### src/rtl/mem_bus_ctrl.sv
// Bus controller from the CPU load/store port to NREG memory regions: one-hot region decode,
// posted writes, stalled reads. Define MEMBUS_PERF_CNT_EN to add read/stall performance counters.
module mem_bus_ctrl #(
    parameter int              DBUS    = 32,
    parameter int              ABUS    = 15,
    parameter int              RSEL    = 1,
    parameter int              NREG    = 2,
    parameter int              RD_LAT  = 1,
    parameter logic [DBUS-1:0] ERR_VAL = 32'hDEADBEEF
) (
    input  logic                   clk,
    input  logic                   rst,
    input  logic [ABUS-1:0]        cpu_addr,
    input  logic [DBUS-1:0]        cpu_wdata,
    input  logic                   cpu_we,
    input  logic                   cpu_re,
    output logic [DBUS-1:0]        cpu_rdata,
    output logic                   cpu_stall,
    output logic                   cpu_err,
    output logic [NREG-1:0]        mem_en,
    output logic                   mem_we,
    output logic                   mem_re,
    output logic [ABUS-RSEL-1:0]   mem_addr,
    output logic [DBUS-1:0]        mem_wdata,
    input  logic [NREG*DBUS-1:0]   mem_rdata
`ifdef MEMBUS_PERF_CNT_EN
    ,
    output logic [31:0]            rd_cnt,
    output logic [31:0]            stall_cnt
`endif
);

    localparam int LW = ABUS - RSEL;

    typedef enum logic [1:0] {IDLE, RD_WAIT, RESP} state_t;

    state_t          state;
    logic [3:0]      cnt;
    logic [RSEL-1:0] region;
    logic [RSEL-1:0] rd_sel;
    logic            in_range;
    logic [NREG-1:0] region_oh;
    logic [DBUS-1:0] rd_slice;

    assign region    = cpu_addr[ABUS-1 -: RSEL];
    assign in_range  = (32'(region) < 32'(NREG));
    assign cpu_stall = ((state == IDLE) && cpu_re && !cpu_we) || (state == RD_WAIT);

    // rd_sel remembers which region's data lane to capture at the end of the wait.
    always_comb begin
        region_oh = '0;
        rd_slice  = '0;
        for (int i = 0; i < NREG; i++) begin
            if (region == RSEL'(i)) region_oh[i] = 1'b1;
            if (rd_sel == RSEL'(i)) rd_slice = mem_rdata[i*DBUS +: DBUS];
        end
    end

    always_ff @(posedge clk or negedge rst) begin
        if (!rst) begin
            state     <= IDLE;
            cnt       <= '0;
            rd_sel    <= '0;
            cpu_rdata <= '0;
            cpu_err   <= 1'b0;
            mem_en    <= '0;
            mem_we    <= 1'b0;
            mem_re    <= 1'b0;
            mem_addr  <= '0;
            mem_wdata <= '0;
        end else begin
            mem_en  <= '0;
            mem_we  <= 1'b0;
            mem_re  <= 1'b0;
            cpu_err <= 1'b0;
            case (state)
                IDLE: begin
                    if (cpu_we) begin
                        // a read presented together with a write is dropped and flagged
                        cpu_err <= cpu_re || !in_range;
                        if (in_range) begin
                            mem_en    <= region_oh;
                            mem_we    <= 1'b1;
                            mem_addr  <= cpu_addr[LW-1:0];
                            mem_wdata <= cpu_wdata;
                        end
                    end else if (cpu_re) begin
                        if (in_range) begin
                            mem_en   <= region_oh;
                            mem_re   <= 1'b1;
                            mem_addr <= cpu_addr[LW-1:0];
                            rd_sel   <= region;
                            cnt      <= 4'(RD_LAT);
                            state    <= RD_WAIT;
                        end else begin
                            cpu_rdata <= ERR_VAL;
                            cpu_err   <= 1'b1;
                            state     <= RESP;
                        end
                    end
                end
                RD_WAIT: begin
                    cnt <= cnt - 4'd1;
                    if (cnt == 4'd1) begin
                        cpu_rdata <= rd_slice;
                        state     <= RESP;
                    end
                end
                default: state <= IDLE;
            endcase
        end
    end

`ifdef MEMBUS_PERF_CNT_EN
    always_ff @(posedge clk or negedge rst) begin
        if (!rst) begin
            rd_cnt    <= '0;
            stall_cnt <= '0;
        end else begin
            if ((state == RD_WAIT) && (cnt == 4'd1)) rd_cnt <= rd_cnt + 32'd1;
            if (cpu_stall) stall_cnt <= stall_cnt + 32'd1;
        end
    end
`endif

endmodule

### config.mk
export PLATFORM = sky130hd
export DESIGN_NAME = mem_bus_ctrl
export DESIGN_NICKNAME = d
export VERILOG_FILES = /design/src/rtl/mem_bus_ctrl.sv
export SDC_FILE = /design/constraint.sdc
export NUM_CORES = 1
export LEC_CHECK = 0
export CAP_MARGIN = 20
export CORE_MARGIN = 1.5
export CORE_UTILIZATION = 37
export CTS_CLUSTER_DIAMETER = 60
export DETAILED_ROUTE_END_ITERATION = 12
export PLACE_DENSITY_LB_ADDON = 0.2
export SLEW_MARGIN = 20
export SYNTH_ARGS = -nofsm -noshare
export SYNTH_HDL_FRONTEND = slang
export SYNTH_SLANG_ARGS = --single-unit
export TNS_END_PERCENT = 20
### constraint.sdc
create_clock -name clk -period 1.6 [get_ports clk]
set_input_delay 0.16 -clock clk [delete_from_list [all_inputs] [get_ports clk]]
set_output_delay 0.16 -clock clk [all_outputs]
set_load 0.02 [all_outputs]
==> results of run 1 <==
[power breakdown]
group / total, mW / switching, mW / internal, mW
registers: 4.06 / 0.641 / 3.42
logic: 7.37 / 3.04 / 4.33
clock network: 1.51 / 0.777 / 0.736
total: 12.9 / 4.45 / 8.48
[logic make-up after synthesis]
| group | after synthesis | share of synthesized area [%] |
|---|---|---|
| AO/OA/AOI/OAI | 6 | 1.08 |
| multiplexers | 113 | 36.0 |
| flip-flops | 90 | 55.7 |
| AND/OR/NAND/NOR | 15 | 3.34 |
| adder cells (fa/ha/maj) | 2 | 0.619 |
| buffers and inverters | 17 | 3.25 |
[state kept, by name, summed over array words and instances (netlist names)]
| register | cells |
|---|---|
| mem_addr | 14 |
| mem_wdata | 32 |
| cnt | 4 |
| rd_sel | 1 |
| state | 2 |
| cpu_err | 1 |
| mem_we | 1 |
| mem_re | 1 |
| cpu_rdata | 32 |
| mem_en | 2 |
[final timing paths]
check                                    from             to  slack, ns  cells past startpoint
worst max-delay path                   cnt[1]  cpu_rdata[11]       0.03                      6
worst min-delay path                      rst   mem_wdata[7]       0.27                      2
worst max register to register         cnt[1]  cpu_rdata[11]       0.03                      6
worst min register to register  mem_wdata[27]  mem_wdata[27]       0.51                      1
max in group asynchronous                 rst   mem_wdata[4]       0.81                      3
min in group clk                  cpu_addr[3]    mem_addr[3]       0.42                      2
[layout by cell type, fill, tap and decap left out, types with 2 or more instances in the layout]
cell,n
dfrtp_1,90
inv_1,3
buf_4,12
and2_1,2
nor3b_4,2
clkbuf_8,13
clkdlybuf4s50_1,196
mux2_2,64
nor2b_1,2
mux2_4,49
buf_12,7
nor2_1,3
[metal layers]
layer  GRT usage [%]  vias up
li1                -     1288
met4            8.18        0
met5               0        -
met3            3.33       18
met2            29.1      101
met1            19.8     1363
[timing repair]
item / in CTS / in global routing
cloned: 0 / 0
hold endpoints to repair: 25 / 0
gates resized for setup: 3 / 6
setup endpoints to repair: 19 / 33
hold buffers: 1 / 0
[metrics by stage]
step / instance area, um2 / TNS (ns)
final: 6540 / 0
after global routing: 6540 / -0.371
after CTS: 6520 / 0
after detailed placement: 6310 / -1.41
after global placement: 6310 / -1.14
after floorplan: 4040 / 0
[layout make-up]
type	count	share of cell area, %
timing repair buffer	218	34.0
inverter	4	0.230
clock inverter	3	0.325
multi-input combinational	136	25.7
clock buffer	13	2.74
sequential	90	34.4
tap	136	2.60
==> impl_metrics.toml, run 1 <==
[run_status]
status = "finished, final reports clean"

[logic_synthesis]
syn_area_per_cell_um2 = 16.6
synth-seq-cells = 90
synthTopCellsByCount = "dfrtp_1 (90), mux2_2 (64), mux2_4 (49)"
yosysSeqAreaShare_pct = 55.7
synthesis.instances = 243
async_reset_ff_share_pct = 100
yosys_most_used_dff = "dfrtp_1"
yosysWarnings = 0
netlist-cell-type-count = 26
yosys.area.top_type = "dfrtp_1"
synth.area.top_cells = "dfrtp_1 (56%), mux2_4 (18%), mux2_2 (18%)"
synth_enable_flop_cells = 0
yosysMostFrequentCell = "dfrtp_1"
syn_nets = 360
synthesis.area_um2 = 4040
synth_top_area_share_pct = 55.7

[layout]
syn_to_final_growth_pct = 61.7
num_antenna_cells = 0
multi_input_area_um2 = 1680
seq_area_um2 = 2250
fin_cells = 600
utilization_pct = 62.5
nets = 576
drive_gt1_share_pct = 33.8
fill_cells = 842

[setup_path]
worst-path-buf-inv = 2
path_max_fanout = 14
cp-end-kind = "flip-flop"
slowest_delay_ns = 0.39
critPathTopFamily = "flip-flops"
cp.required_ns = 1.83
arrival_ns = 1.80
crit_type = "flip-flop to flip-flop"
critPathSlowestCell = "dfrtp_1"
path_cells = "inv_2 > ha_4 > nor3b_4 > nand3b_4 > buf_12 > mux2_4"
crit_path_start_kind = "flip-flop"

[placement]
gp_congestion = 0.709
placed_cells = 583
io_buffers = 198
dpl_worst_slack_ns = -0.171
dp_hpwl_um = 7050

[timing]
fmax_ghz = 0.637
slew_violations = 0
final_hold_viol_count = 0
relSlewSlack_pct = 74.5
period_share_pct = 98.0
setup_violations = 0
fin_hold_ws_ns = 0.272
worst_pin_slew_ns = 0.383
fin_crit_ns = 1.57
fin_worst_skew_ns = 0.0135
rsz0062_at_grt = "yes"
fin_ws_ns = 0.0312

[global_route]
grt_pass1_wl_um = 14800
grt_usage_pct = 16.8
grt_max_degree = 34
grt_pass1_vias = 3022
overflow = 0
antenna_found_initial = 0

[routing]
viasPerCell = 4.62
drt-total-wl_um = 9310
top_layer_used = "met4"
wl_met3_um = 539
drc = 0
ant_nets = 0
vias = 2770
routedWlPerCell_um = 15.5
firstDrtPassIters = 4
wl_met2_um = 4710
drt_iter0_markers = 50
wl_met1_um = 3810

[power_and_ir_drop]
pwr_density_cell_nw_per_um2 = 1980
p_leak_nw = 2.84
fin_total_pwr_mw = 12.9
ir_drop_v = 0.00105

[floorplan]
fp.dieW_um = 108
ios = 199
dieHeight_um = 108
dieArea_um2 = 11600
fp.coreArea_um2 = 10500
initial_core_util_pct = 38.7
row_count = 37

[cts]
cts_buffer_depth = 2
cts_setup_buffers = 0
htree_levels = 3
clock-root-buffer = "clkbuf_8"
tritoncts = "yes"
clock_sinks = 90
numCtsBuffers = 9
path_clk_slew_ns = 0.09
clkLatencyLatePin_ns = 0.35

[run]
max-cap-violations = 0

[worst_hold_path]
holdCritPathClass = "primary input to async pin"
(Power assumes the default switching activity.)
==> inputs of run 2 (changes only) <==
--- a/config.mk
+++ b/config.mk
@@ -10,6 +10,8 @@
 export CORE_UTILIZATION = 37
 export CTS_CLUSTER_DIAMETER = 60
 export DETAILED_ROUTE_END_ITERATION = 12
+export GPL_ROUTABILITY_DRIVEN = 0
+export HOLD_SLACK_MARGIN = 0.12
 export PLACE_DENSITY_LB_ADDON = 0.2
 export SLEW_MARGIN = 20
 export SYNTH_ARGS = -nofsm -noshare
==> results of run 2 <==
The final DEF is identical to that of run 1; final timing and power are the same.
==> inputs of run 3 (changes only) <==
--- a/config.mk
+++ b/config.mk
@@ -13,6 +13,7 @@
 export GPL_ROUTABILITY_DRIVEN = 0
 export HOLD_SLACK_MARGIN = 0.12
 export PLACE_DENSITY_LB_ADDON = 0.2
+export SKIP_CTS_REPAIR_TIMING = 1
 export SLEW_MARGIN = 20
 export SYNTH_ARGS = -nofsm -noshare
 export SYNTH_HDL_FRONTEND = slang
==> impl_metrics.toml, run 3 (synthesis results as in run 1) <==
[timing]
final_hold_viol_count = 0
worst_pin_slew_ns = 0.383
slew_violations = 0
setup_violations = 0
period_share_pct = 98.1
fin_crit_ns = 1.57
relSlewSlack_pct = 74.5
fmax_ghz = 0.637
rsz0062_at_grt = "yes"
fin_worst_skew_ns = 0.0128
tns_ns = 0

[layout]
fin_area_um2 = 6550
utilization_pct = 62.6
largestRegisters = "cpu_rdata (32), mem_wdata (32), mem_addr (14)"
nets = 576
seq_area_um2 = 2250
layout_common_cells = "clkdlybuf4s50_1 (196), dfrtp_1 (90), mux2_2 (64)"
fin_cells = 600
multi_input_area_um2 = 1680
layout_commonest_cell = "clkdlybuf4s50_1"
num_antenna_cells = 0
fill_cells = 842
drive_gt1_share_pct = 33.6
syn_to_final_growth_pct = 61.9

[cts]
clock-root-buffer = "clkbuf_8"
htree_levels = 3
numCtsBuffers = 9
cts_buffer_depth = 2
clkLatencyLatePin_ns = 0.35
tritoncts = "yes"
clock_sinks = 90
path_clk_slew_ns = 0.09

[routing]
drc = 0
firstDrtPassIters = 4
top_layer_used = "met4"
viasPerCell = 4.61
drt-total-wl_um = 9320
wl_met2_um = 4740
vias = 2767
wl_met3_um = 496
wl_met1_um = 3840
drt_iter0_markers = 50
routedWlPerCell_um = 15.5
ant_nets = 0

[power_and_ir_drop]
swShare_pct = 34.4
ir_drop_v = 0.00105
p_leak_nw = 2.85
pwr-share-clk_pct = 11.7
switchingPower_mw = 4.45
combPwrFrac_pct = 57.0
internal_power_mw = 8.49
pwr_density_cell_nw_per_um2 = 1980
fin_total_pwr_mw = 12.9
p_seq_share_pct = 31.3

[floorplan]
row_count = 37
dieHeight_um = 108
fp.dieW_um = 108
initial_core_util_pct = 38.7
ios = 199
fp.coreArea_um2 = 10500
dieArea_um2 = 11600

[run]
max-cap-violations = 0

[run_status]
status = "finished, final reports clean"

[setup_path]
crit_type = "flip-flop to flip-flop"
cp-end-kind = "flip-flop"
arrival_ns = 1.80
crit_path_start_kind = "flip-flop"
path_max_fanout = 14
cp.required_ns = 1.83

[placement]
dp_hpwl_um = 7050
placed_cells = 583
io_buffers = 198
place_area_um2 = 6310

[global_route]
overflow = 0
grt_usage_pct = 16.7
grt_max_degree = 34
grt_pass1_wl_um = 14800
grt_pass1_vias = 3008
antenna_found_initial = 0

[worst_hold_path]
holdCritPathClass = "primary input to async pin"
[run 3: worst max-delay path: stages, from the launching register on]
cell	delay, ns
dfrtp_1	0.39
inv_2	0.08
ha_4	0.12
nor3b_4	0.22
nand3b_4	0.15
buf_12	0.19
mux2_4	0.29
[run 3: metal layers]
layer | vias to the layer above | global-route usage (%)
li1 | 1287 | -
met1 | 1361 | 19.7
met2 | 101 | 29.0
met3 | 18 | 3.33
met4 | 0 | 8.18
met5 | - | 0
[run 3: final timing paths]
check,start,end,slack (ns),depth (start not counted)
worst min-delay path,rst,mem_wdata[7],0.27,2
max in group asynchronous,rst,mem_wdata[4],0.81,3
min in group clk,cpu_addr[3],mem_addr[3],0.42,2
worst min register to register,mem_wdata[27],mem_wdata[27],0.51,1
worst max-delay path,cnt[1],cpu_rdata[11],0.03,6
worst max register to register,cnt[1],cpu_rdata[11],0.03,6
[run 3: area by class of cell]
type / count / share of cell area, %
clock inverters: 3 / 0.325
clock buffers: 13 / 2.73
multi-input cells: 136 / 25.6
inverters: 4 / 0.229
well taps: 136 / 2.60
flip-flops and latches: 90 / 34.4
repair buffers: 218 / 34.1
[run 3: metrics by stage]
stage,hold WS [ns],worst slack (ns)
after global placement,0.114,-0.175
after CTS,-0.285,-0.295
final,0.272,0.0303
after floorplan,-0.136,0.0728
after global routing,0.293,-0.0304
after detailed placement,0.109,-0.171
[run 3: power groups by stage]
stage / Clock (mW) / Combinational (mW) / Sequential [mW]
final: 1.51 / 7.38 / 4.06
after global routing: 1.67 / 7.80 / 4.23
after CTS: 1.58 / 7.44 / 4.06
after detailed placement: 0 / 7.42 / 4.07
after global placement: 0 / 7.33 / 4.04
after floorplan: 0 / 2.98 / 5.31
